--- config.mk ---
export PLATFORM = sky130hd
export DESIGN_NAME = alu_exec
export DESIGN_NICKNAME = d
export VERILOG_FILES = /design/src/rtl/alu_exec.sv
export SDC_FILE = /design/constraint.sdc
export NUM_CORES = 1
export LEC_CHECK = 0
export ABC_AREA = 1
export CORE_MARGIN = 2
export CORE_UTILIZATION = 40
export DETAILED_ROUTE_END_ITERATION = 10
export GPL_TIMING_DRIVEN = 0
export HOLD_SLACK_MARGIN = 0.08
export PLACE_DENSITY = 0.59
export SLEW_MARGIN = 20
export SYNTH_ARGS = -nofsm -noshare
export SYNTH_HDL_FRONTEND = slang
export SYNTH_SLANG_ARGS = --single-unit
--- constraint.sdc ---
create_clock -name clk -period 4.55 [get_ports clk]
set_input_delay 0.6825 -clock clk [delete_from_list [all_inputs] [get_ports clk]]
set_output_delay 0.6825 -clock clk [all_outputs]
set_load 0.02 [all_outputs]
--- src/rtl/alu_exec.sv ---
// alu_exec -- multi-cycle integer execute unit for the RV32I datapath.
//
// Accepts an ALU control code plus two operands through a valid/ready
// handshake, and returns a registered result with a zero flag. Shifts run
// iteratively, one bit position per cycle. Every other operation takes one
// cycle.
//
// Ports:
//   clk        rising-edge clock
//   reset      asynchronous, active-high reset
//   in_valid   request present
//   in_ready   unit can accept a request this cycle (combinational)
//   alu_ctrl   4-bit operation code
//   op_a       first operand (rs1)
//   op_b       second operand (rs2/imm); op_b[SW-1:0] is the shift amount
//   out_valid  result held and valid
//   out_ready  consumer takes the result this cycle
//   result     registered result
//   zero       result == 0, registered with result
//   illegal    the returned op carried an undefined alu_ctrl code
module alu_exec #(
  parameter int WIDTH = 32
) (
  input  logic             clk,
  input  logic             reset,
  input  logic             in_valid,
  output logic             in_ready,
  input  logic [3:0]       alu_ctrl,
  input  logic [WIDTH-1:0] op_a,
  input  logic [WIDTH-1:0] op_b,
  output logic             out_valid,
  input  logic             out_ready,
  output logic [WIDTH-1:0] result,
  output logic             zero,
  output logic             illegal
);

  localparam int SW = $clog2(WIDTH);

  localparam logic [3:0] OP_AND = 4'b0000;
  localparam logic [3:0] OP_OR  = 4'b0001;
  localparam logic [3:0] OP_ADD = 4'b0010;
  localparam logic [3:0] OP_XOR = 4'b0100;
  localparam logic [3:0] OP_SLL = 4'b0101;
  localparam logic [3:0] OP_SUB = 4'b0110;
  localparam logic [3:0] OP_SLT = 4'b0111;
  localparam logic [3:0] OP_SRL = 4'b1001;
  localparam logic [3:0] OP_SRA = 4'b1101;

  typedef enum logic [1:0] {
    IDLE  = 2'd0,
    SHIFT = 2'd1,
    DONE  = 2'd2
  } state_t;

  typedef enum logic [1:0] {
    SK_LL = 2'd0,
    SK_RL = 2'd1,
    SK_RA = 2'd2
  } shift_kind_t;

  state_t            state;
  state_t            state_next;
  logic [WIDTH-1:0]  acc;
  logic [WIDTH-1:0]  acc_step;
  logic [SW-1:0]     cnt;
  shift_kind_t       kind;

  logic [WIDTH-1:0]  op_result;
  logic              op_illegal;
  logic              op_is_shift;
  shift_kind_t       op_kind;
  logic [SW-1:0]     shamt;
  logic              start_shift;
  logic              accept;
  logic              shift_last;

  assign in_ready    = (state == IDLE) || (state == DONE && out_ready);
  assign accept      = in_valid && in_ready;
  assign out_valid   = (state == DONE);
  assign shamt       = op_b[SW-1:0];
  assign start_shift = op_is_shift && (shamt != '0);
  assign shift_last  = (state == SHIFT) && (cnt == SW'(1));

  // Single-cycle result. A shift reaching this path has shamt = 0, so its
  // result is op_a unchanged; longer shifts go through the iterative path.
  always_comb begin
    // NOTE: every output of a combinational block gets a default first so
    // no path leaves it unassigned, which would infer a latch.
    op_result   = '0;
    op_illegal  = 1'b0;
    op_is_shift = 1'b0;
    op_kind     = SK_LL;
    case (alu_ctrl)
      OP_AND: op_result = op_a & op_b;
      OP_OR:  op_result = op_a | op_b;
      OP_ADD: op_result = op_a + op_b;
      OP_XOR: op_result = op_a ^ op_b;
      OP_SUB: op_result = op_a - op_b;
      OP_SLT: op_result = {{(WIDTH-1){1'b0}}, ($signed(op_a) < $signed(op_b))};
      OP_SLL: begin
        op_is_shift = 1'b1;
        op_kind     = SK_LL;
        op_result   = op_a;
      end
      OP_SRL: begin
        op_is_shift = 1'b1;
        op_kind     = SK_RL;
        op_result   = op_a;
      end
      OP_SRA: begin
        op_is_shift = 1'b1;
        op_kind     = SK_RA;
        op_result   = op_a;
      end
      default: op_illegal = 1'b1;
    endcase
  end

  // One bit position of the latched shift kind.
  always_comb begin
    acc_step = acc;
    case (kind)
      SK_LL:   acc_step = {acc[WIDTH-2:0], 1'b0};
      SK_RL:   acc_step = {1'b0, acc[WIDTH-1:1]};
      default: acc_step = {acc[WIDTH-1], acc[WIDTH-1:1]};
    endcase
  end

  // State register.
  always_ff @(posedge clk or posedge reset) begin
    // NOTE: clocked state uses non-blocking assignments so every register
    // samples pre-edge values regardless of block evaluation order.
    if (reset) state <= IDLE;
    else       state <= state_next;
  end

  // Next-state logic. IDLE and DONE share the accept path, which gives
  // back-to-back acceptance when DONE is drained on the same edge.
  always_comb begin
    state_next = state;
    case (state)
      IDLE, DONE: begin
        if (accept)                         state_next = start_shift ? SHIFT : DONE;
        else if (state == DONE && out_ready) state_next = IDLE;
      end
      SHIFT:   if (shift_last) state_next = DONE;
      default: state_next = IDLE;
    endcase
  end

  // Datapath. result/zero/illegal only move when an op completes, so they
  // stay bit-stable in DONE under backpressure.
  always_ff @(posedge clk or posedge reset) begin
    if (reset) begin
      acc     <= '0;
      cnt     <= '0;
      kind    <= SK_LL;
      result  <= '0;
      zero    <= 1'b0;
      illegal <= 1'b0;
    end else if (accept) begin
      if (start_shift) begin
        acc  <= op_a;
        cnt  <= shamt;
        kind <= op_kind;
      end else begin
        result  <= op_result;
        zero    <= (op_result == '0);
        illegal <= op_illegal;
      end
    end else if (state == SHIFT) begin
      acc <= acc_step;
      cnt <= cnt - SW'(1);
      if (shift_last) begin
        result  <= acc_step;
        zero    <= (acc_step == '0);
        illegal <= 1'b0;
      end
    end
  end

endmodule

==> results.json <==
{
  "hold_viol": 0,
  "startpoint_type": "input pin",
  "syn_nets": 2095,
  "synth_top_cells_by_area": "nand2_1, dfrtp_1, ha_1",
  "grt_pass1_vias": 12152,
  "multiInputGateArea_sq_mm": 0.00735,
  "holdWs_ps": 494,
  "drt-pass1-iter-count": 6,
  "ir_drop_uv": 214,
  "p_leak_nw": 6.90,
  "die_area_sq_mm": 0.0286,
  "ant_nets": 0,
  "dieWidth_um": 169,
  "fin_tns_setup_ps": 0,
  "layout-drive-gt1-share": 0.0570,
  "rsz0062_at_grt": "false",
  "worst-path-buf-inv": 3,
  "max_slew_margin": 0.470,
  "diodes": 0,
  "slowest_stage": "clkdlybuf4s50_1",
  "fmax_ghz": 0.255,
  "cts_buffer_depth": 2,
  "wl_um": 48100,
  "clock_sinks": 75,
  "io_pins": 108,
  "crit_chain": "clkdlybuf4s50_1, inv_1, ha_1, buf_4, nand2_1, nor2_1, nand3_1, nand3_1, nand2_1, nand3_1, nand3_1, nor2_1, nand2_1, nor2_1, nand2_1, nor2_1, nand2_1, a21oi_2",
  "finalSetupViolations": 0,
  "gp_congestion": 1.02,
  "maxCapViolCount": 0,
  "cts_tree": "yes",
  "wire_per_inst_um": 20.2,
  "clk_pin_slew_ps": 60,
  "vias": 12864,
  "power.density_mw_per_mm2": 360,
  "areaGrowthSynthToFinish_pct": 17.5,
  "critPathRequiredTime_ps": 4830,
  "yosysTopAreaCellShare": 0.207,
  "grt_max_degree": 54,
  "cp_top_family": "simple AND/OR/NAND/NOR gates",
  "cp_num_cells": 18,
  "fin_cells": 2376,
  "drc": 0,
  "grt_pass1_wl_um": 72000,
  "seqCellArea_sq_mm": 0.00188,
  "critPathMaxFanout": 8,
  "min_period_over_period": 0.864,
  "design.core.area_sq_mm": 0.0269,
  "final_nets": 2214,
  "avgSynthCellArea_sq_um": 5.70,
  "status": "finished clean",
  "ys_async_sr_fraction": 1.00,
  "io_buffers": 107,
  "fp.dieH_um": 169,
  "antenna_found_initial": 1,
  "crit_arrival_ps": 4210,
  "hpwl_um": 40200,
  "worstMarginPinSlew_ps": 793,
  "finClkSkew_ps": 7.14,
  "vias_per_cell": 5.41,
  "ctsHtreeMaxLevel": 3,
  "yosysWarnings": 0,
  "postCtsResizedCells": 0,
  "synth_ff_type": "dfrtp_1",
  "start_util": 0.405,
  "yosysUniqueCellTypes": 44,
  "period_needed_ps": 3930,
  "post_cts_buffers": 0,
  "drtIter0Drc": 1497,
  "path_common_cell": "nand2_1",
  "ys_seq_area_frac": 0.172,
  "fillerInstances": 3013,
  "end_kind": "flop",
  "rows": 60,
  "track_usage": 0.335,
  "synth_edf_count": 0,
  "critPathKind": "input pin to flop",
  "syn_inst": 1911,
  "ys_ff_latch": 75,
  "synth.largest_area_cell": "nand2_1",
  "grt-ovfl-total": 0,
  "hold_path_class": "flop to flop",
  "holdPathStages": 2,
  "slew_viol_final": 0,
  "syn_area_sq_mm": 0.0109,
  "cts_made_buffers": 9,
  "cts_root_buf": "clkbuf_16",
  "dpl.cell_count": 2360,
  "hold_buffers": 0,
  "rr_worst_depth": 8,
  "insertion_delay_ps": 350,
  "critPathMaxStageDelay_ps": 730
}
-- worst min-delay path: stages, from the launching register on --
cell and delay, ps:
dfrtp_1 350, nand2_1 60, nand2_1 60
-- layout make-up --
| cell class | count | share of cell area |
|---|---|---|
| buffer | 71 | 0.0311 |
| clock buffer | 10 | 0.0187 |
| clock inverter | 6 | 0.0107 |
| inverter | 338 | 0.0994 |
| multi-input combinational | 1427 | 0.574 |
| sequential | 75 | 0.147 |
| tap | 341 | 0.0333 |
| timing repair buffer | 108 | 0.0859 |
-- metrics by stage --
| stage | setup WS [ps] | cell area [sq um] | power [mW] | util |
|---|---|---|---|---|
| after global placement | 362 | 12400 | 3.65 | 0.461 |
| after CTS | 688 | 12800 | 4.57 | 0.476 |
| after detailed placement | 345 | 12400 | 3.66 | 0.462 |
| final | 621 | 12800 | 4.60 | 0.476 |
| after floorplan | 1950 | 10900 | 2.67 | - |
| after global routing | 438 | 12800 | 4.92 | 0.476 |
-- state kept, by name, indices dropped and copies added (netlist names) --
register and count:
acc 32, result 32, cnt 5, kind 2
state 2, illegal 1, zero 1
-- layout by cell type, fill, tap and decap left out, types with 5 or more instances in the layout --
cell | synthesis | layout
nor2_2 | 7 | 7
nor3_1 | 10 | 10
ha_1 | 110 | 110
nand2_1 | 601 | 601
inv_2 | 10 | 10
a221oi_1 | 16 | 16
a21oi_1 | 51 | 51
nand3_1 | 161 | 161
clkdlybuf4s50_1 | 0 | 107
o21ai_0 | 110 | 110
clkbuf_1 | 18 | 18
a31oi_1 | 39 | 39
or2_2 | 13 | 13
buf_6 | 6 | 6
buf_2 | 36 | 36
buf_4 | 11 | 11
inv_1 | 326 | 325
clkbuf_16 | 0 | 9
dfrtp_1 | 75 | 75
nor4_1 | 5 | 5
nand4_1 | 22 | 22
nand2_2 | 8 | 8
nor2_1 | 200 | 200
o22ai_1 | 36 | 36
o21bai_1 | 6 | 6
-- power breakdown --
part           internal, mW  switching [mW]  leakage (nW)
Combinational         0.916            1.63          5.81
Sequential            0.977           0.184         0.908
Clock                 0.607           0.288         0.179
-- path summary, 6_finish.rpt --
check / from / end / slack, ps
max reg2reg: state[1]$_DFFE_PP0P_ / acc[28]$_DFFE_PP0P_ / 1590
min: result[30]$_DFFE_PP0P_ / result[30]$_DFFE_PP0P_ / 490
min in group asynchronous: reset / result[27]$_DFFE_PP0P_ / 650
max: op_a[11] / zero$_DFFE_PP0P_ / 620
min reg2reg: result[30]$_DFFE_PP0P_ / result[30]$_DFFE_PP0P_ / 490
max in group asynchronous: reset / result[7]$_DFFE_PP0P_ / 3330
-- cell families (layout without fill, tap and decap cells) --
family | count (synthesis) | after routing | share of synthesized area
flip-flops | 75 | 75 | 0.172
XOR/XNOR | 3 | 3 | 0.00241
AND/OR/NAND/NOR | 1039 | 1039 | 0.397
adder cells (fa/ha/maj) | 112 | 112 | 0.130
AO/OA/AOI/OAI | 273 | 273 | 0.145
buffers and inverters | 409 | 533 | 0.153
-- per-layer routing --
metal | vias up | share of wire | GRT usage
li1 | 6280 | - | -
met1 | 5954 | 0.45 | 0.466
met2 | 546 | 0.45 | 0.545
met3 | 84 | 0.071 | 0.0325
met4 | 0 | 0.036 | 0.113
met5 | - | 0 | 0
-- Yosys cell counts, types with 2 or more instances --
cell type and n:
a21oi_1 51, a221oi_1 16, a31oi_1 39, and2_1 3
and3_1 2, buf_2 36, buf_4 11, buf_6 6
clkbuf_1 18, clkinv_1 2, dfrtp_1 75, fa_1 2
ha_1 110, inv_1 326, inv_2 10, nand2_1 601
nand2_2 8, nand3_1 161, nand4_1 22, nor2_1 200
nor2_2 7, nor3_1 10, nor3_2 2, nor4_1 5
o211ai_1 3, o21ai_0 110, o21ai_1 2, o21bai_1 6
o221ai_1 2, o22ai_1 36, o41ai_1 2, or2_2 13
xor2_1 3
(Power assumes the default switching activity.)
